### src/rtl/priority_arbiter_rr.sv
// ---------------------------------------------------------------------------
// priority_arbiter_rr
//
// Grants one of N requesters at a time and holds that grant until the
// grantee acknowledges (or, optionally, until a hold timeout expires).
// Selection is either fixed priority (highest index wins) or round-robin,
// where the most recent grantee drops to lowest priority.
//
// Parameters
//   N        number of request lines (2..32)
//   IDXW     index width, ceil(log2(N))
//   RR_MODE  0 = fixed priority, 1 = round-robin
//   MAX_HOLD grant-hold timeout in cycles (1..65535), 0 = no timeout
//
// Ports
//   clk      rising-edge clock
//   rst      asynchronous, active-high reset
//   req      request vector, bit i = requester i
//   ack      current grantee done; only looked at while valid=1
//   gnt      registered one-hot grant vector (all zero when idle)
//   gnt_idx  registered binary index of the granted bit (0 when idle)
//   valid    registered, high while a grant is held
//   timeout  registered one-cycle pulse after a forced release
// ---------------------------------------------------------------------------
module priority_arbiter_rr #(
    parameter int N        = 8,
    parameter int IDXW     = 3,
    parameter int RR_MODE  = 1,
    parameter int MAX_HOLD = 0
) (
    input  logic            clk,
    input  logic            rst,
    input  logic [N-1:0]    req,
    input  logic            ack,
    output logic [N-1:0]    gnt,
    output logic [IDXW-1:0] gnt_idx,
    output logic            valid,
    output logic            timeout
);

    typedef enum logic {
        IDLE  = 1'b0,
        GRANT = 1'b1
    } state_t;

    // Counter value during the last permitted un-acked grant cycle.
    localparam logic [15:0] HOLD_LAST = (MAX_HOLD > 0) ? 16'(MAX_HOLD - 1) : 16'd0;

    state_t          state;
    state_t          state_n;
    logic [IDXW-1:0] ptr;
    logic [IDXW-1:0] ptr_n;
    logic [15:0]     hold_cnt;
    logic [15:0]     hold_cnt_n;
    logic [N-1:0]    gnt_n;
    logic [IDXW-1:0] gnt_idx_n;
    logic            valid_n;
    logic            timeout_n;

    logic [IDXW-1:0] sel_idx;
    logic            any_req;
    logic            hold_expired;
    logic            start_grant;
    logic            go_idle;

    // Highest set index of r; 0 when r is empty (caller checks any_req).
    function automatic logic [IDXW-1:0] pick_fixed(input logic [N-1:0] r);
        logic [IDXW-1:0] s;
        s = '0;
        for (int i = 0; i < N; i++) begin
            if (r[i]) begin
                s = IDXW'(i);
            end
        end
        return s;
    endfunction

    // Round-robin pick: search order is p-1, p-2, ..., 0, N-1, ..., p.
    // The loop visits candidates from lowest to highest priority, so the
    // last hit is the winner and no early-exit flag is needed.
    function automatic logic [IDXW-1:0] pick_rr(input logic [N-1:0] r,
                                                input logic [IDXW-1:0] p);
        logic [IDXW-1:0] s;
        int              pos;
        s = '0;
        for (int k = N; k >= 1; k--) begin
            pos = int'(p) - k;
            if (pos < 0) begin
                pos = pos + N;
            end
            if (r[pos]) begin
                s = IDXW'(pos);
            end
        end
        return s;
    endfunction

    function automatic logic [N-1:0] to_onehot(input logic [IDXW-1:0] idx);
        return {{(N-1){1'b0}}, 1'b1} << idx;
    endfunction

    assign any_req      = |req;
    assign sel_idx      = (RR_MODE != 0) ? pick_rr(req, ptr) : pick_fixed(req);
    assign hold_expired = (MAX_HOLD > 0) && (hold_cnt == HOLD_LAST);

    // Next-state and registered-output logic
    always_comb begin
        state_n     = state;
        ptr_n       = ptr;
        hold_cnt_n  = hold_cnt;
        gnt_n       = gnt;
        gnt_idx_n   = gnt_idx;
        valid_n     = valid;
        timeout_n   = 1'b0;
        start_grant = 1'b0;
        go_idle     = 1'b0;

        case (state)
            IDLE: begin
                if (any_req) begin
                    start_grant = 1'b1;
                end else begin
                    go_idle = 1'b1;
                end
            end
            GRANT: begin
                // ack wins over an expiring counter: that is a normal
                // release and must not raise timeout.
                if (ack || hold_expired) begin
                    timeout_n = ~ack;
                    if (any_req) begin
                        start_grant = 1'b1;
                    end else begin
                        go_idle = 1'b1;
                    end
                end else if (MAX_HOLD > 0) begin
                    hold_cnt_n = hold_cnt + 16'd1;
                end
            end
            default: begin
                go_idle = 1'b1;
            end
        endcase

        if (start_grant) begin
            state_n    = GRANT;
            gnt_n      = to_onehot(sel_idx);
            gnt_idx_n  = sel_idx;
            valid_n    = 1'b1;
            ptr_n      = sel_idx;
            hold_cnt_n = '0;
        end

        if (go_idle) begin
            state_n    = IDLE;
            gnt_n      = '0;
            gnt_idx_n  = '0;
            valid_n    = 1'b0;
            hold_cnt_n = '0;
        end
    end

    always_ff @(posedge clk or posedge rst) begin
        if (rst) begin
            state    <= IDLE;
            ptr      <= '0;
            hold_cnt <= '0;
            gnt      <= '0;
            gnt_idx  <= '0;
            valid    <= 1'b0;
            timeout  <= 1'b0;
        end else begin
            state    <= state_n;
            ptr      <= ptr_n;
            hold_cnt <= hold_cnt_n;
            gnt      <= gnt_n;
            gnt_idx  <= gnt_idx_n;
            valid    <= valid_n;
            timeout  <= timeout_n;
        end
    end

    // Structural invariants of the grant outputs.
    a_gnt_onehot0: assert property (@(posedge clk) disable iff (rst) $onehot0(gnt));
    a_gnt_matches_idx: assert property (@(posedge clk) disable iff (rst)
        valid |-> gnt[gnt_idx]);
    a_valid_iff_gnt: assert property (@(posedge clk) disable iff (rst)
        valid == (gnt != '0));

endmodule

### config.mk
export PLATFORM = sky130hd
export DESIGN_NAME = priority_arbiter_rr
export DESIGN_NICKNAME = d
export VERILOG_FILES = /design/src/rtl/priority_arbiter_rr.sv
export SDC_FILE = /design/constraint.sdc
export NUM_CORES = 1
export LEC_CHECK = 0
export CAP_MARGIN = 20
export CORE_UTILIZATION = 53
export DETAILED_ROUTE_END_ITERATION = 16
export PLACE_DENSITY_LB_ADDON = 0.05
export RECOVER_POWER = 25
export SETUP_SLACK_MARGIN = 0.5
export SYNTH_ARGS = -nofsm -noshare
export SYNTH_HDL_FRONTEND = slang
export SYNTH_SLANG_ARGS = --single-unit
### constraint.sdc
create_clock -name clk -period 4.4 [get_ports clk]
set_clock_uncertainty 0.15 [all_clocks]
set_input_delay 0.66 -clock clk [delete_from_list [all_inputs] [get_ports clk]]
set_output_delay 0.66 -clock clk [all_outputs]
set_load 0.1 [all_outputs]
==> results of run 1 <==
==> layout by cell type, fill, tap and decap left out, drive strengths merged, types with 2 or more instances in the layout <==
master / synthesis / routed
a21o: 5 / 5
buf: 4 / 3
a32o: 7 / 7
clkdlybuf4s50: 0 / 21
nand2b: 3 / 3
nand2: 16 / 16
mux2: 5 / 5
a21oi: 8 / 8
o31ai: 4 / 4
ha: 2 / 2
mux2i: 8 / 8
dfrtp: 15 / 15
nor2: 11 / 11
nor2b: 2 / 2
a221oi: 4 / 4
o21ai: 7 / 7
inv: 6 / 6
clkbuf: 5 / 4
mux4: 11 / 11
==> kinds of logic (layout without fill, tap and decap cells) <==
group | Yosys count | count (layout) | synth area share [%]
compound gates | 47 | 47 | 26.2
xor+xnor | 2 | 2 | 1.20
fa+ha+maj | 2 | 2 | 1.72
buf+inv | 15 | 35 | 5.41
flops | 15 | 15 | 25.8
mux | 24 | 24 | 28.0
other cells | 1 | 1 | 0.257
simple gates | 37 | 37 | 11.4
==> layer usage <==
layer | vias to the layer above | GRT usage [%] | wire length [um]
li1 | 600 | - | -
met1 | 608 | 43.1 | 1560
met2 | 57 | 38.2 | 1580
met3 | 0 | 6.11 | 240
met4 | 0 | 4.70 | 0
met5 | - | 0 | 0
==> flip-flops by register name (all words and copies together) (netlist names) <==
signal,cells
state,1
gnt_idx,3
gnt,8
ptr,3
==> worst min-delay path: cells and delay by family, from the launching register on <==
family / cells / cell delay, ns
simple gates: 1 / 0.05
flops: 1 / 0.35
compound gates: 1 / 0.05
==> metrics by stage <==
step / worst slack (ns) / hold WS, ns / util (%)
global placement: 1.06 / 0.311 / 66.0
global route: 0.966 / 0.370 / 67.1
CTS: 1.14 / 0.341 / 67.1
floorplan: 1.24 / 0.411 / -
detailed placement: 1.03 / 0.321 / 66.0
finish: 1.12 / 0.336 / 67.1
==> cell type report <==
class,count,share of cell area [%]
Sequential cell,15,22.0
Inverter,6,1.32
Tap cell,30,2.20
Timing Repair Buffer,25,14.2
Multi-Input combinational cell,113,58.7
Clock buffer,4,1.54
==> worst paths after layout <==
path                                    startpoint                  to  slack, ns  cells after the start
worst max-delay path            ptr[1]$_DFFE_PP0P_  gnt[6]$_DFFE_PP0P_       1.12                      8
worst min register to register  gnt[0]$_DFFE_PP0P_  gnt[0]$_DFFE_PP0P_       0.34                      2
max in group asynchronous                      rst  ptr[0]$_DFFE_PP0P_       3.04                      2
min in group asynchronous                      rst  gnt[6]$_DFFE_PP0P_       0.70                      2
worst min-delay path            gnt[0]$_DFFE_PP0P_  gnt[0]$_DFFE_PP0P_       0.34                      2
worst max register to register  ptr[1]$_DFFE_PP0P_  gnt[6]$_DFFE_PP0P_       1.12                      8
==> flow_summary_export.csv, run 1 <==
group,metric,value,unit
finish,areaGrowthSynthToFinish,17.2,%
drt,wl_per_cell,17.6,um
finish,fin_nets,177,
finish,fill_cells,199,
setup_path,cp-start-kind,"flip-flop",
sta,worst_pin_slew,0.973,ns
cts,post_cts_buffers,0,
synth,syn-cell-area,1460,um2
flow_run,maxCapViolCount,0,
synth,ys.flop_type,"dfrtp_1",
setup_path,cp_num_buf_inv,1,
synth,syn-instance-count,143,
cts,cts_resized,0,
synth,synth_most_common_cell,"nand2_1",
setup_path,cp-end-kind,"flip-flop",
finish,fin_area,1710,um2
sta,setup-tns-final,0,ns
drt,drc,0,
die,num_rows,18,
cts,cts_inserted_buffers,3,
synth,async_flop_share,100,%
sta,finalHoldViolations,0,
sta,max_freq,0.305,GHz
synth,synth_nets,156,
drt,drtPass1Iterations,4,
drt,vias,1265,
sta,finalSetupViolCount,0,
setup_path,crit_type,"reg2reg",
place,dpl_cell_area,1680,um2
sta,finalCritPeriodShare,74.6,%
finish,stdcell_count,193,
die,dieWidth,54.4,um
cts,cts-root-buf,"clkbuf_4",
die,start_util,57.2,%
drt,drt_iter0_drc,40,
outcome,status,"complete, no violations",
setup_path,critPathSlowestCell,"mux4_2",
synth,synthDistinctLibCells,46,
synth,synth_top_area_cell,"dfrtp_1",
place,dp.cells,189,
setup_path,crit_family,"compound AO/OA/AOI/OAI gates",
cts,hold_buffers,0,
grt,grt.overflow.total,0,
die,dieArea,2960,um2
grt,grt_pass1_vias,1162,
synth,synthTopCellsByArea,"dfrtp_1 (26%), mux4_2 (14%), a32o_1 (4.8%)",
setup_path,crit_fanout,10,
place,portBuffers,22,
synth,syn_avg_cell_area,10.2,um2
cts,insertion_delay,0.28,ns
sta,relSlewSlack,34.9,%
setup_path,arrival,3.36,ns
cts,path_clk_slew,0.09,ns
finish,multi_input_area,1000,um2
finish,drive_gt1_share,18.4,%
finish,seqCellArea,375,um2
synth,synth_edf_count,0,
drt,avgViaCountPerCell,6.55,
sta,period_needed,3.28,ns
cts,clock_sinks,15,
grt,antenna_found_initial,0,
grt,grt_pass1_wl,5690,um
sta,slew_violations,0,
drt,drtAntennaViolNets,0,
cts,htree_levels,1,
drt,routed_wl,3390,um
grt,grt_max_degree,19,
place,place_congestion,0.858,
die,dieHeight,54.4,um
sta,rsz0062_at_grt,"no",
synth,yosys.area.top_type_share,25.8,%
setup_path,cp.required,4.48,ns
worst_hold_path,worstHoldPathType,"reg2reg",
finish,diodes,0,
setup_path,cp_slowest_stage_delay,0.63,ns
synth,ys_seq_area_share,25.8,%
grt,grt_util_all_layers,27.4,%
setup_path,cp_cell_sequence,"inv_2 -> ha_1 -> mux4_2 -> a221oi_1 -> a21oi_1 -> a311o_1 -> a21oi_2 -> a32o_1",
synth,ys_seq_elements,15,
synth,ys_warn_count,0,
cts,cts_buffer_depth,2,
cts,cts_tree,"built",
die,core,2540,um2
synth,yosys-top-cells-count,"nand2_1 (16), dfrtp_1 (15), nor2_1 (11), mux4_2 (9)",
die,io_pins,24,
place,hpwlAfterDp,2560,um
Power of run 1 is not shown: default switching activity piles up to over one toggle a cycle in this logic, so the estimate is an artifact.
==> run 2, diff against run 1 <==
==> constraint.sdc (replaced) <==
create_clock -name clk -period 3.1 [get_ports clk]
set_clock_uncertainty 0.15 [all_clocks]
set_input_delay 0.465 -clock clk [delete_from_list [all_inputs] [get_ports clk]]
set_output_delay 0.465 -clock clk [all_outputs]
set_load 0.1 [all_outputs]
==> run 2 against run 1 <==
  * First-iteration DRC count increased by 25%
  * Worst setup slack lost 0.86 ns
  * Critical endpoint is now gnt[5]$_DFFE_PP0P_
  * Fmax rose by 15%
  * Critical path type unchanged
  * Register-to-register slack lost 0.86 ns
  * Global-route usage decreased by 0.86 points
  * Via count rose by 5.7%
  * Count of clock-buffer cells in the layout fell by 1
  * Critical path depth unchanged
  * Largest cell class unchanged
==> flow_summary_export.csv, run 2 (synthesis gave the netlist of run 1 again) <==
group,metric,value,unit
die,io_pins,24,
die,num_rows,18,
cts,cts_inserted_buffers,3,
place,hpwlAfterDp,2670,um
grt,grt.overflow.total,0,
sta,finalSetupViolCount,0,
drt,drc,0,
drt,routed_wl,3620,um
sta,worst_pin_slew,0.621,ns
drt,drtAntennaViolNets,0,
setup_path,cp-start-kind,"flip-flop",
finish,fin_nets,188,
drt,drtPass1Iterations,4,
finish,multi_input_area,1050,um2
grt,antenna_found_initial,0,
setup_path,crit_fanout,6,
die,dieHeight,54.4,um
finish,seqCellArea,375,um2
drt,avgViaCountPerCell,6.55,
finish,layout_common_cells,"buf_4 (25), nand2_1 (16), dfrtp_1 (15)",
drt,drt_iter0_drc,50,
die,start_util,57.2,%
setup_path,crit_type,"reg2reg",
setup_path,critPathSlowestCell,"mux4_2",
setup_path,cp_cell_sequence,"inv_6 -> ha_4 -> mux4_2 -> mux2_4 -> a21o_1 -> a2111oi_4 -> o21a_2 -> a32o_1",
grt,grt_pass1_wl,5560,um
place,place_congestion,0.848,
finish,fin_area,1810,um2
cts,cts-root-buf,"clkbuf_4",
sta,slew_violations,0,
flow_run,maxCapViolCount,0,
finish,diodes,0,
setup_path,arrival,2.92,ns
sta,rsz0062_at_grt,"yes",
finish,drive_gt1_share,36.8,%
finish,areaGrowthSynthToFinish,24.5,%
place,dpl_cell_area,1750,um2
cts,htree_levels,1,
finish,top_register,"gnt",
sta,finalCritPeriodShare,91.7,%
finish,largest_reg_flops,8,
setup_path,cp.required,3.18,ns
worst_hold_path,worstHoldPathType,"reg2reg",
finish,stdcell_count,204,
place,portBuffers,22,
grt,grt_util_all_layers,26.6,%
sta,period_needed,2.84,ns
cts,cts_buffer_depth,2,
cts,clock_sinks,15,
setup_path,crit_family,"compound AO/OA/AOI/OAI gates",
die,core,2540,um2
cts,hold_buffers,0,
die,dieArea,2960,um2
outcome,status,"complete, no violations",
setup_path,cp_slowest_stage_delay,0.58,ns
die,dieWidth,54.4,um
grt,grt_pass1_vias,1193,
sta,relSlewSlack,58.6,%
cts,insertion_delay,0.29,ns
finish,top_regs,"gnt: 8 flops, gnt_idx: 3 flops, ptr: 3 flops",
finish,final_common_cell,"buf_4",
cts,path_clk_slew,0.09,ns
grt,grt_max_degree,19,
place,dp.cells,198,
setup_path,cp_num_buf_inv,1,
setup_path,cp-end-kind,"flip-flop",
drt,wl_per_cell,17.8,um
sta,finalHoldViolations,0,
cts,cts_tree,"built",
drt,vias,1337,
setup_path,r2r_slack,0.26,ns
sta,max_freq,0.352,GHz
finish,fill_cells,189,
run 2: changes by cell type in the layout (fill, tap and decap cells not counted), sizes merged:
| cell | change |
|---|---|
| buf | +23 |
| clkdlybuf4s50 | -12 |
| clkbuf | -1 |
| clkinv | +1 |
run 2: per-stage QoR:
step	setup slack [ns]	hold WS, ns	utilization, %	TNS (ns)
floorplan	0.106	0.216	-	0
global placement	0.0122	0.315	68.9	0
detailed placement	-0.0332	0.322	68.9	-0.116
CTS	0.271	0.343	71.0	0
global route	0.147	0.362	71.2	0
finish	0.258	0.342	71.2	0
run 2: path summary, 6_finish.rpt:
kind | startpoint | end | cells after the start
max | ptr[0]$_DFFE_PP0P_ | gnt[5]$_DFFE_PP0P_ | 8
min in group asynchronous | rst | gnt[5]$_DFFE_PP0P_ | 2
min | gnt[0]$_DFFE_PP0P_ | gnt[0]$_DFFE_PP0P_ | 2
max in group asynchronous | rst | gnt[0]$_DFFE_PP0P_ | 2
min reg2reg | gnt[0]$_DFFE_PP0P_ | gnt[0]$_DFFE_PP0P_ | 2
max reg2reg | ptr[0]$_DFFE_PP0P_ | gnt[5]$_DFFE_PP0P_ | 8
run 2: layout make-up:
type,count,share of cell area [%]
Multi-Input combinational cell,113,57.7
Sequential cell,15,20.7
Timing Repair Buffer,36,16.5
Tap cell,30,2.07
Inverter,6,1.52
Clock buffer,3,1.24
Clock inverter,1,0.276
run 2: what timing repair did:
action | 4_1_cts | 5_1_grt
buffers inserted | 2 | 0
pin swaps | 2 | 6
gates resized for setup | 2 | 5
endpoints found under the setup margin | 14 | 14
hold endpoints to repair | 0 | 0
run 2: worst reg2reg max path, stage by stage, from the launching register on:
cell and delay, ns:
dfrtp_1 0.44, inv_6 0.04, ha_4 0.28, mux4_2 0.58, mux2_4 0.33, a21o_1 0.19, a2111oi_4 0.34, o21a_2 0.25
a32o_1 0.18
run 2: layer usage:
metal / part of all wire [%] / wire [um] / GRT usage, % / up-vias
met4: 0.94 / 34 / 4.70 / 0
li1: - / - / - / 620
met2: 47 / 1700 / 40.9 / 53
met3: 5.3 / 192 / 5.28 / 4
met5: 0 / 0 / 0 / -
met1: 47 / 1700 / 38.9 / 660
Power of run 2 is left out for the same reason.
==> run 3, diff against run 2 <==
--- a/config.mk
+++ b/config.mk
@@ -6,11 +6,12 @@
 export NUM_CORES = 1
 export LEC_CHECK = 0
 export CAP_MARGIN = 20
-export CORE_UTILIZATION = 53
+export CORE_UTILIZATION = 35
 export DETAILED_ROUTE_END_ITERATION = 16
 export PLACE_DENSITY_LB_ADDON = 0.05
 export RECOVER_POWER = 25
 export SETUP_SLACK_MARGIN = 0.5
+export SLEW_MARGIN = 20
 export SYNTH_ARGS = -nofsm -noshare
 export SYNTH_HDL_FRONTEND = slang
 export SYNTH_SLANG_ARGS = --single-unit
==> run 3 against run 2 <==
  * Via count rose by 0.22%
  * Critical endpoint is now gnt[6]$_DFFE_PP0P_
  * Register-to-register slack better by 0.03 ns
  * First-iteration DRC count is 50% higher
  * Fmax rose by 0.89%
  * Count of clock-buffer cells in the layout unchanged
  * Global-route usage down 8.0 points
  * Critical path depth unchanged
  * Cell count is 13% higher
  * Design area grew 4.6%
  * Die area increased by 49%
==> flow_summary_export.csv, run 3 (synthesis gave the netlist of run 1 again) <==
group,metric,value,unit
finish,diodes,0,
grt,grt.overflow.total,0,
cts,htree_levels,1,
sta,finalSetupViolCount,0,
cts,hold_buffers,0,
drt,drt_iter0_drc,75,
drt,vias,1340,
finish,largest_reg_flops,8,
sta,finalCritPeriodShare,90.9,%
setup_path,cp.required,3.13,ns
sta,finalHoldViolations,0,
drt,drtPass1Iterations,4,
grt,grt_pass1_wl,6200,um
sta,max_freq,0.355,GHz
die,io_pins,24,
cts,clock_sinks,15,
setup_path,reg2reg_depth,8,
place,hpwlAfterDp,2870,um
finish,top_register,"gnt",
cts,insertion_delay,0.25,ns
sta,worst_hold_slack,0.329,ns
finish,areaGrowthSynthToFinish,30.2,%
grt,antenna_found_initial,0,
cts,cts_tree,"built",
finish,fill_cells,391,
cts,cts_buffer_depth,2,
setup_path,cp-start-kind,"flip-flop",
grt,grt_util_all_layers,18.6,%
setup_path,crit_fanout,6,
worst_hold_path,worstHoldPathType,"reg2reg",
sta,period_needed,2.82,ns
die,num_rows,23,
finish,final_common_cell,"buf_4",
setup_path,crit_type,"reg2reg",
drt,drc,0,
die,dieHeight,66.5,um
cts,cts_inserted_buffers,3,
cts,path_clk_slew,0.06,ns
flow_run,maxCapViolCount,0,
outcome,status,"complete, no violations",
grt,grt_max_degree,19,
sta,rsz0062_at_grt,"yes",
die,start_util,36.4,%
die,dieArea,4420,um2
setup_path,cp-end-kind,"flip-flop",
finish,drive_gt1_share,37.8,%
die,dieWidth,66.5,um
finish,fin_nets,194,
sta,worst_pin_slew,0.588,ns
worst_hold_path,whs_path_depth,2,
drt,drtAntennaViolNets,0,
drt,wl_per_cell,16.1,um
place,portBuffers,22,
finish,layout_common_cells,"buf_4 (31), nand2_1 (16), dfrtp_1 (14)",
sta,slew_violations,0,
drt,routed_wl,3690,um
grt,grt_pass1_vias,1250,
sta,relSlewSlack,60.8,%
finish,top_regs,"gnt: 8 flops, gnt_idx: 3 flops, ptr: 3 flops",
die,core,4000,um2
drt,avgViaCountPerCell,5.83,
cts,cts-root-buf,"clkbuf_8",
place,place_congestion,0.969,
setup_path,arrival,2.85,ns
run 3: what timing repair did:
item                                    in CTS  in global routing
gates resized for setup                      2                  3
buffers inserted                             2                  0
endpoints found under the setup margin      14                 14
cloned                                       0                  0
pin swaps                                    4                  2
run 3: per-layer routing:
| layer | GRT usage [%] | vias up | routed length, um |
|---|---|---|---|
| li1 | - | 628 | - |
| met1 | 28.1 | 654 | 1740 |
| met2 | 28.8 | 58 | 1750 |
| met3 | 2.74 | 0 | 204 |
| met4 | 1.60 | 0 | 0 |
| met5 | 0 | - | 0 |
run 3: final timing paths:
check	endpoint	startpoint	slack, ns
min in group asynchronous	gnt_idx[2]$_DFFE_PP0P_	rst	0.56
max reg2reg	gnt[6]$_DFFE_PP0P_	ptr[0]$_DFFE_PP0P_	0.28
min reg2reg	gnt[0]$_DFFE_PP0P_	gnt[0]$_DFFE_PP0P_	0.33
max	gnt[6]$_DFFE_PP0P_	ptr[0]$_DFFE_PP0P_	0.28
max in group asynchronous	ptr[0]$_DFFE_PP0P_	rst	1.83
min	gnt[0]$_DFFE_PP0P_	gnt[0]$_DFFE_PP0P_	0.33
run 3: layout make-up:
class	count	area (um2)	area share [%]
Clock buffer	3	41.3	2.18
Clock inverter	1	5.00	0.264
Inverter	6	27.5	1.45
Multi-Input combinational cell	113	1040	54.8
Sequential cell	15	377	19.9
Tap cell	50	62.6	3.30
Timing Repair Buffer	42	344	18.1
run 3: through the flow:
stage	instance area [um2]	setup TNS, ns	std cells	util [%]	worst slack, ns
after floorplan	1500	0	143	-	0.106
after global placement	1820	-0.00692	224	45.6	-0.00364
after detailed placement	1820	-0.0819	224	45.6	-0.0240
after CTS	1900	0	230	47.4	0.238
after global routing	1900	0	230	47.4	0.135
final	1900	0	230	47.4	0.283
run 3: worst max-delay path, cell delays in order (launching register included):
cell	delay, ns
dfrtp_2	0.41
inv_6	0.04
ha_4	0.28
mux4_2	0.57
a221oi_1	0.41
a21oi_1	0.08
a311o_1	0.40
a21oi_4	0.22
a32o_1	0.19
Power of run 3 is left out for the same reason.
